===== config.mk =====
export PLATFORM = sky130hd
export DESIGN_NAME = fpnew_slice_result_arbiter
export DESIGN_NICKNAME = d
export VERILOG_FILES = /design/src/rtl/fpnew_slice_result_arbiter.sv
export SDC_FILE = /design/constraint.sdc
export NUM_CORES = 1
export LEC_CHECK = 0
export ABC_AREA = 1
export ABC_CLOCK_PERIOD_IN_PS = 3200
export CORE_AREA = 2 2 142 144
export CTS_CLUSTER_DIAMETER = 40
export DETAILED_ROUTE_END_ITERATION = 6
export DIE_AREA = 0 0 144 146
export PLACE_DENSITY = 0.79
export SYNTH_ARGS = -nofsm -noshare
export SYNTH_HDL_FRONTEND = slang
export SYNTH_SLANG_ARGS = --single-unit
export TNS_END_PERCENT = 50

===== constraint.sdc =====
create_clock -name clk_i -period 3.2 [get_ports clk_i]
set_input_delay 0.96 -clock clk_i [delete_from_list [all_inputs] [get_ports clk_i]]
set_output_delay 0.96 -clock clk_i [all_outputs]
set_load 0.03 [all_outputs]

===== src/rtl/fpnew_slice_result_arbiter.sv =====
// -----------------------------------------------------------------------------
// fpnew_slice_result_arbiter
//
// Collects results from the format slices of an operation group, picks one
// per cycle with a round-robin arbiter and registers the winner into a
// single-entry output stage. The output stage talks to the FPU-level output
// arbiter through its own valid/ready handshake.
//
// Parameters
//   NumInputs : number of slices feeding the arbiter (>= 1)
//   Width     : result width in bits
//   TagType   : operation tag type, passed through unchanged
//   IdxWidth  : derived width of src_idx_o (not meant to be overridden)
//
// Ports
//   clk_i, rst_ni      : clock, asynchronous active-low reset
//   slice_result_i     : per-slice result
//   slice_status_i     : per-slice exception flags
//   slice_ext_bit_i    : per-slice extension (NaN-box / sign) bit
//   slice_tag_i        : per-slice operation tag
//   slice_valid_i      : per-slice result valid
//   slice_ready_o      : per-slice ready, at most one bit set
//   flush_i            : synchronous kill of the buffered entry
//   result_o, status_o,
//   extension_bit_o,
//   tag_o              : registered winning entry
//   src_idx_o          : slice index that produced the buffered entry
//   out_valid_o        : buffered entry valid
//   out_ready_i        : downstream ready
//   busy_o             : entry buffered or any slice presenting a result
// -----------------------------------------------------------------------------

package fpnew_slice_result_arbiter_pkg;

    // IEEE 754 exception flags, same ordering as the fflags CSR.
    typedef struct packed {
        logic nv;  // invalid operation
        logic dz;  // divide by zero
        logic of;  // overflow
        logic uf;  // underflow
        logic nx;  // inexact
    } status_t;

endpackage

module fpnew_slice_result_arbiter
    import fpnew_slice_result_arbiter_pkg::*;
#(
    parameter int unsigned NumInputs = 4,
    parameter int unsigned Width     = 64,
    parameter type         TagType   = logic,
    localparam int unsigned IdxWidth = (NumInputs > 1) ? $clog2(NumInputs) : 1
) (
    input  logic                                clk_i,
    input  logic                                rst_ni,
    // Slice side
    input  logic [NumInputs-1:0][Width-1:0]     slice_result_i,
    input  status_t [NumInputs-1:0]             slice_status_i,
    input  logic [NumInputs-1:0]                slice_ext_bit_i,
    input  TagType [NumInputs-1:0]              slice_tag_i,
    input  logic [NumInputs-1:0]                slice_valid_i,
    output logic [NumInputs-1:0]                slice_ready_o,
    // Control
    input  logic                                flush_i,
    // Output side
    output logic [Width-1:0]                    result_o,
    output status_t                             status_o,
    output logic                                extension_bit_o,
    output TagType                              tag_o,
    output logic [IdxWidth-1:0]                 src_idx_o,
    output logic                                out_valid_o,
    input  logic                                out_ready_i,
    output logic                                busy_o
);

    // -------------------------------------------------------------------------
    // Internal signals
    // -------------------------------------------------------------------------
    logic [IdxWidth-1:0] rr_q;      // first index searched this cycle
    logic [IdxWidth-1:0] winner;    // first valid slice at or after rr_q
    logic                found;     // at least one slice is valid
    logic                en;        // output stage can take a new entry
    logic                transfer;  // winner is moved into the output stage

    // The stage can load when it is empty or being drained this cycle.
    // A flush blocks any load so the killed slot stays empty for one cycle.
    assign en       = (~out_valid_o | out_ready_i) & ~flush_i;
    assign transfer = found & en;

    // -------------------------------------------------------------------------
    // Round-robin search: scan ascending from rr_q, wrapping at NumInputs-1.
    // -------------------------------------------------------------------------
    always_comb begin : arbitrate
        int unsigned idx;
        // NOTE: every variable written here gets a default first, so no path
        // leaves one unassigned and no latch is inferred.
        idx    = 0;
        winner = '0;
        found  = 1'b0;
        for (int unsigned k = 0; k < NumInputs; k++) begin
            idx = 32'(rr_q) + k;
            if (idx >= NumInputs) begin
                idx = idx - NumInputs;
            end
            if (!found && slice_valid_i[idx[IdxWidth-1:0]]) begin
                found  = 1'b1;
                winner = idx[IdxWidth-1:0];
            end
        end
    end

    // Only the winner sees ready, and only when the stage can take it.
    always_comb begin : grant
        slice_ready_o         = '0;
        slice_ready_o[winner] = transfer;
    end

    // -------------------------------------------------------------------------
    // Round-robin pointer: moves just past the winner on every transfer.
    // With a single slice there is nothing to rotate.
    // -------------------------------------------------------------------------
    if (NumInputs > 1) begin : gen_rr
        logic [IdxWidth-1:0] rr_d;

        always_comb begin : rr_next
            rr_d = rr_q;
            if (transfer) begin
                rr_d = (32'(winner) == NumInputs - 1) ? '0 : winner + 1'b1;
            end
        end

        // NOTE: sequential state is written with non-blocking assignments so
        // every register samples its inputs from before the clock edge.
        always_ff @(posedge clk_i or negedge rst_ni) begin : rr_reg
            if (!rst_ni) begin
                rr_q <= '0;
            end else begin
                rr_q <= rr_d;
            end
        end
    end else begin : gen_rr_const
        assign rr_q = '0;
    end

    // -------------------------------------------------------------------------
    // Output stage valid. A flush wins over both a drain and a new load.
    // When enabled, the slot is full next cycle exactly when a transfer
    // happens; otherwise (stalled) it keeps its current state.
    // -------------------------------------------------------------------------
    always_ff @(posedge clk_i or negedge rst_ni) begin : valid_reg
        if (!rst_ni) begin
            out_valid_o <= 1'b0;
        end else if (flush_i) begin
            out_valid_o <= 1'b0;
        end else if (en) begin
            out_valid_o <= transfer;
        end
    end

    // -------------------------------------------------------------------------
    // Output stage payload. Loads only on a transfer, so it stays bit-stable
    // while stalled and keeps its last value once drained.
    // -------------------------------------------------------------------------
    // NOTE: the payload is reset as well, so downstream sees all-zero outputs
    // after reset instead of X; this is a single entry, not a memory array.
    always_ff @(posedge clk_i or negedge rst_ni) begin : data_reg
        if (!rst_ni) begin
            result_o        <= '0;
            status_o        <= '0;
            extension_bit_o <= 1'b0;
            tag_o           <= '0;
            src_idx_o       <= '0;
        end else if (transfer) begin
            result_o        <= slice_result_i[winner];
            status_o        <= slice_status_i[winner];
            extension_bit_o <= slice_ext_bit_i[winner];
            tag_o           <= slice_tag_i[winner];
            src_idx_o       <= winner;
        end
    end

    assign busy_o = out_valid_o | (|slice_valid_i);

    // -------------------------------------------------------------------------
    // Protocol properties
    // -------------------------------------------------------------------------
    ready_onehot0 : assert property (
        @(posedge clk_i) disable iff (!rst_ni)
        $onehot0(slice_ready_o)
    );

    stall_stable : assert property (
        @(posedge clk_i) disable iff (!rst_ni)
        (out_valid_o && !out_ready_i && !flush_i)
        |=> (out_valid_o && $stable(result_o) && $stable(status_o) &&
             $stable(extension_bit_o) && $stable(tag_o) && $stable(src_idx_o))
    );

endmodule


# After elaboration in Yosys (flattened, before gate mapping)
# Cells that the tools add are included.
# word_totals
out_inout_bits,79
reg_bits,76
wordCells,79
# op_classes
eq_ne,1
n_addsub,8
n_bitwise,7
mux,33
reduce_logical,9
order_cmp,10
# ops
cell,count
64-bit binary-select mux with 2-bit select,1
64-bit two-way mux,1
2-bit two-way mux,9
2-bit by 3-bit less-than comparator with 1-bit output (second input constant),5
1-bit two-way mux,13
1-bit binary-select mux with 2-bit select,6
5-bit binary-select mux with 2-bit select,1
3-bit >= comparator (second input constant),3
2-bit by 1-bit subtractor with 2-bit output (second input constant),4
2-bit by 2-bit adder with 3-bit output (second input constant),2
5-bit two-way mux,1
4-bit AND,1
1-bit logical AND,4
4-bit OR reduction,1
2-bit by 1-bit adder with 3-bit output (second input constant),1
2-bit by 3-bit >= comparator with 1-bit output (second input constant),1
1-bit logical NOT,3
2-bit by 1-bit adder with 2-bit output (second input constant),1
1-bit AND,2
1-bit demux with 2-bit select,1
2-bit == test (second input constant),1
2-bit by 1-bit >= comparator with 1-bit output (second input constant),1
1-bit inverter,2
1-bit OR,2
2-bit nonzero test,1

# Depth between registers and ports, before layout
# depth
ltp_word,19
ltp_mapped,18
mapped_depth_nobuf,15

# Worst setup path after synthesis
# OpenSTA, ideal clock, no wires.
# synth_path
kind,input-to-output
startpoint,input slice_valid_i[3]
endpoint,output slice_ready_o[3]
t_required_ns,2.240
path_slack_ns,-0.132
arrival_ns,2.372
n_path_buf,2
path_stages,11
cell_sequence,inv_1 -> nand2_1 -> nand3_1 -> nand2_1 -> inv_2 -> nand4_1 -> nand3_1 -> buf_2 -> buf_2 -> nand2_1 -> nor2_1
# synth_between
elab_chain_cells,17
elab_cells_between_ends,29
cone_classes,order compare (2); mux (18); bitwise (2); reduce/logical (7)
# synth_rtl
item,line_no,text
from (decl),61,"input logic [NumInputs-1:0] slice_valid_i,"
1-bit binary-select mux with 2-bit select,105,if (!found && slice_valid_i[idx[IdxWidth-1:0]]) begin
1-bit two-way mux (not written as such),105,
1-bit two-way mux,105,
1-bit logical NOT,105,
1-bit logical AND,105,
1-bit two-way mux,105,
1-bit logical NOT,105,
1-bit logical AND,105,
1-bit two-way mux,105,
1-bit logical NOT,105,
1-bit logical AND,105,
2-bit two-way mux,105,
2-bit by 3-bit less-than comparator with 1-bit output (not written as such) or 2-bit by 1-bit >= comparator with 1-bit output (tied branches),115,slice_ready_o[winner] = transfer;
1-bit logical AND (not written as such),115,
1-bit two-way mux (not written as such),115,
1-bit demux with 2-bit select,115,
4-bit AND (no source line) *,--,
to (decl),62,"output logic [NumInputs-1:0] slice_ready_o,"
# Mark *: on every way between the ends. The rest lies on a longest branch, timed or not. The select of a mux whose other input is x is not followed.

# Worst setup path after layout
# layout_path
startpoint,input out_ready_i
endpoint,output slice_ready_o[0]
# layout_between
elab_chain_cells,4
# layout_rtl
item,line_no,text
from (decl),72,"input logic out_ready_i,"
1-bit OR,87,assign en = (~out_valid_o | out_ready_i) & ~flush_i;
1-bit AND,87,
1-bit AND,88,assign transfer = found & en;
4-bit AND (no source line),--,
# Every way passes these cells.

==> metrics.csv <==
stage,metric,value,unit
drt,DRC errors left,0,
grt,met2 Track Usage GR,40.90,%
final_layout,Syn-to-layout area delta,70.10,%
grt,GR Util All Layers,23.68,%
die,DIE AREA,0.02102,sq mm
sta,final worst slack,20.77,ps
yosys,post-synthesis sequential area ratio,30.16,%
die,DIE WIDTH,144,um
clock_tree,htree depth,3,
power_and_ir_drop,Power Density,1073,mW/mm^2
die,core area,0.01933,sq mm
setup_path,CP Launch Type,input port,
worst_hold_path,Hold Crit Start,result_o[12],
grt,largest net degree at the start of global routing,144,
yosys,register bit total from synthesis,76,
setup_path,CP required,2240,ps
clock_tree,"Clk Latency, worst-skew pair",340,ps
setup_path,worst r2r dst,result_o[26],
final_layout,Non-Filler Instances,1690,
clock_tree,CTS Buf Count,9,
setup_path,"CP delay by family, top",buffers and inverters,
die,Die H,146,um
place,pre-CTS setup slack,-394.0,ps
yosys,Synth top area share,43.87,%
place,gpl congestion,0.9094,
setup_path,Worst R2R Setup Slack,470,ps
yosys,area of the mapped netlist,0.006306,sq mm
yosys,post-synthesis net count,1382,
clock_tree,maximum root-to-sink buffer count,2,
die,I/O pin count,371,
sta,slew margin rel.,31.24,%
sta,Slew Limit Fails,0,
clock_tree,"Clk pin slew, worst setup/hold paths",50,ps
yosys,"top cells by area, synth","nand2_1 44%, dfrtp_1 30%, nand4_1 14%",
yosys,post-synthesis cell count,1090,
sta,fmax,0.3145,GHz
sta,Setup Viol. Count Final,0,
final_layout,Filler cells,1852,
grt,met3 usage,6.088,%
die,std cell rows,51,
clock_tree,Clock Root Buffer,clkbuf_16,
sta,fin crit period,3179,ps
setup_path,Crit Path Max Fanout,5,
setup_path,crit end category,output pin,
job,max cap viols,0,
final_layout,ANT cells,0,
final_layout,nets,1712,
worst_hold_path,hold crit path type,register to register,
clock_tree,clk sinks,76,
yosys,post-synth cell types,22,
setup_path,most frequent CP cell,buf_4,
sta,Worst Tran Pin Value,1031,ps
grt,grt peak-use layer,met2,
yosys,"Avg Cell Area, Syn",5.785,sq um
yosys,Yosys Warn Count,0,
setup_path,Worst path slowest cell,clkdlybuf4s50_1,
grt,first-pass GRT wire length,40.23,mm
sta,Fin. Hold Viols,0,
clock_tree,CTS tree,done,
final_layout,layout cells sized above 1,8.000,%
drt,WL final,25.97,mm
place,Port Buffer Count,370,
drt,post-route ant nets,0,
drt,routed vias/inst,4.981,
sta,final worst path period share,99.35,%
setup_path,r2r worst-path depth,18,
sta,setup_tns,0,ps
drt,WL/cell,15.37,um
drt,DR pass1 iterations,5,
grt,number of global-route vias before repair,8122,
drt,initial DRC count,411,
sta,worst hold slack,472.3,ps
grt,routing usage on met1,27.03,%
place,HPWL Detailed,18.40,mm
drt,via count,8418,
sta,Max Clock Skew,11.78,ps
yosys,Synth area leader,nand2_1,
grt,initial antenna violation count,0,
grt,total gr overflow,0,
setup_path,crit-path cells,"clkdlybuf4s50_1, nor2_2, nor3_2, buf_4, inv_4, buf_4, nor2_4, buf_6",
setup_path,Crit path largest cell delay,480,ps
setup_path,worst path buffer plus inverter count,5,
setup_path,worst r2r src,rr_q[0],
outcome,status,"complete, no violations",
clock_tree,hold buffer count at cts,0,
worst_hold_path,Worst Hold End,result_o[12],
power_and_ir_drop,peak supply drop,0.9065,mV
die,starting density of the core,32.62,%
setup_path,CP Data Arrival Time,2220,ps
power_and_ir_drop,Lkg Pwr,5.505,nW
final_layout,"Core Util, Final",55.48,%
place,Placed Cells,1663,
worst_hold_path,Hold Path Depth,2,
setup_path,path type of the worst setup path,input port to output pin,
## flip-flops by register name, indices dropped and copies added (netlist names)
signal	cells
extension_bit_o	1
out_valid_o	1
result_o	64
rr_q	2
src_idx_o	2
status_o	5
tag_o	1
## power by group
group          switching, W  internal [W]  total [W]
Combinational       0.00558       0.00310    0.00868
Sequential         0.000270       0.00140    0.00167
Clock              0.000407      0.000745    0.00115
Total               0.00625       0.00525     0.0115
## synth_stat cells
library cell	number
nand3_4	2
nand4_1	144
o211ai_1	1
nor3_1	1
nand3_1	6
inv_4	1
nand2_4	1
o21ai_0	1
nand2_2	3
nand4_2	1
a21oi_1	1
buf_4	5
buf_2	39
nand2_1	737
inv_2	4
a21boi_0	1
inv_1	9
nor2_1	8
clkbuf_1	32
buf_1	4
dfrtp_1	76
buf_6	13
## worst min-delay path: cells and delay by family, from the launching register on
kind,cells,cell delay [ps]
DFF,1,340
and+or+nand+nor,2,100
## worst max path at each step
stage / start / to / slack, ps / cells past startpoint
after floorplan: slice_valid_i[3] / slice_ready_o[3] / -7 / 11
after global placement: slice_valid_i[0] / slice_ready_o[0] / -310 / 10
after detailed placement: slice_valid_i[0] / slice_ready_o[0] / -390 / 10
after CTS: slice_valid_i[2] / slice_ready_o[1] / -4 / 13
after global routing: out_ready_i / slice_ready_o[0] / -10 / 8
final: out_ready_i / slice_ready_o[0] / 20 / 8
## cell type report
type / count / area [sq um] / share of cell area, %
sequential: 76 / 1904 / 17.75
inverter: 14 / 65.06 / 0.6066
timing repair buffer: 412 / 4044 / 37.70
clock inverter: 4 / 70.07 / 0.6532
multi-input combinational: 907 / 4045 / 37.71
clock buffer: 12 / 266.5 / 2.485
tap: 265 / 331.6 / 3.091
## timing repair
action / CTS / global route
pin swaps: 15 / 16
setup buffers: 9 / 2
endpoints found under the hold margin: 0 / 0
setup endpoints to repair: 4 / 4
gates cloned: 0 / 0
resized for setup: 39 / 33
## layer usage
layer | wire [um] | part of all wire (%)
met5 | 0 | 0
met4 | 1103 | 4.2
met3 | 2427 | 9.3
met2 | 12310 | 47
met1 | 10130 | 39
## kinds of logic after synthesis
| group | after synthesis | synth area share [%] |
|---|---|---|
| AND/OR/NAND/NOR | 903 | 60.42 |
| AO/OA/AOI/OAI | 4 | 0.3968 |
| flip-flops | 76 | 30.16 |
| buffers and inverters | 107 | 9.028 |
## cells in the final DEF, fill, tap and decap left out, drive strengths merged
master / netlist / final
inv: 14 / 14
o211ai: 1 / 1
nor3: 1 / 1
a21oi: 1 / 1
nand3: 8 / 8
o21ai: 1 / 1
nand2: 741 / 741
nand4: 145 / 145
bufinv: 0 / 2
nor2: 8 / 8
dfrtp: 76 / 76
clkdlybuf4s50: 0 / 360
a21boi: 1 / 1
clkbuf: 32 / 16
clkinv: 0 / 2
buf: 61 / 48
## stage by stage
stage / area, sq um / total power [W]
3_3_place_gp: 10110 / 0.009820
2_1_floorplan: 6311 / 0.007598
5_1_grt: 10730 / 0.01258
4_1_cts: 10620 / 0.01138
6_report: 10730 / 0.01151
3_5_place_dp: 10110 / 0.009928
No activity file was read; power rests on OpenSTA's default activity.
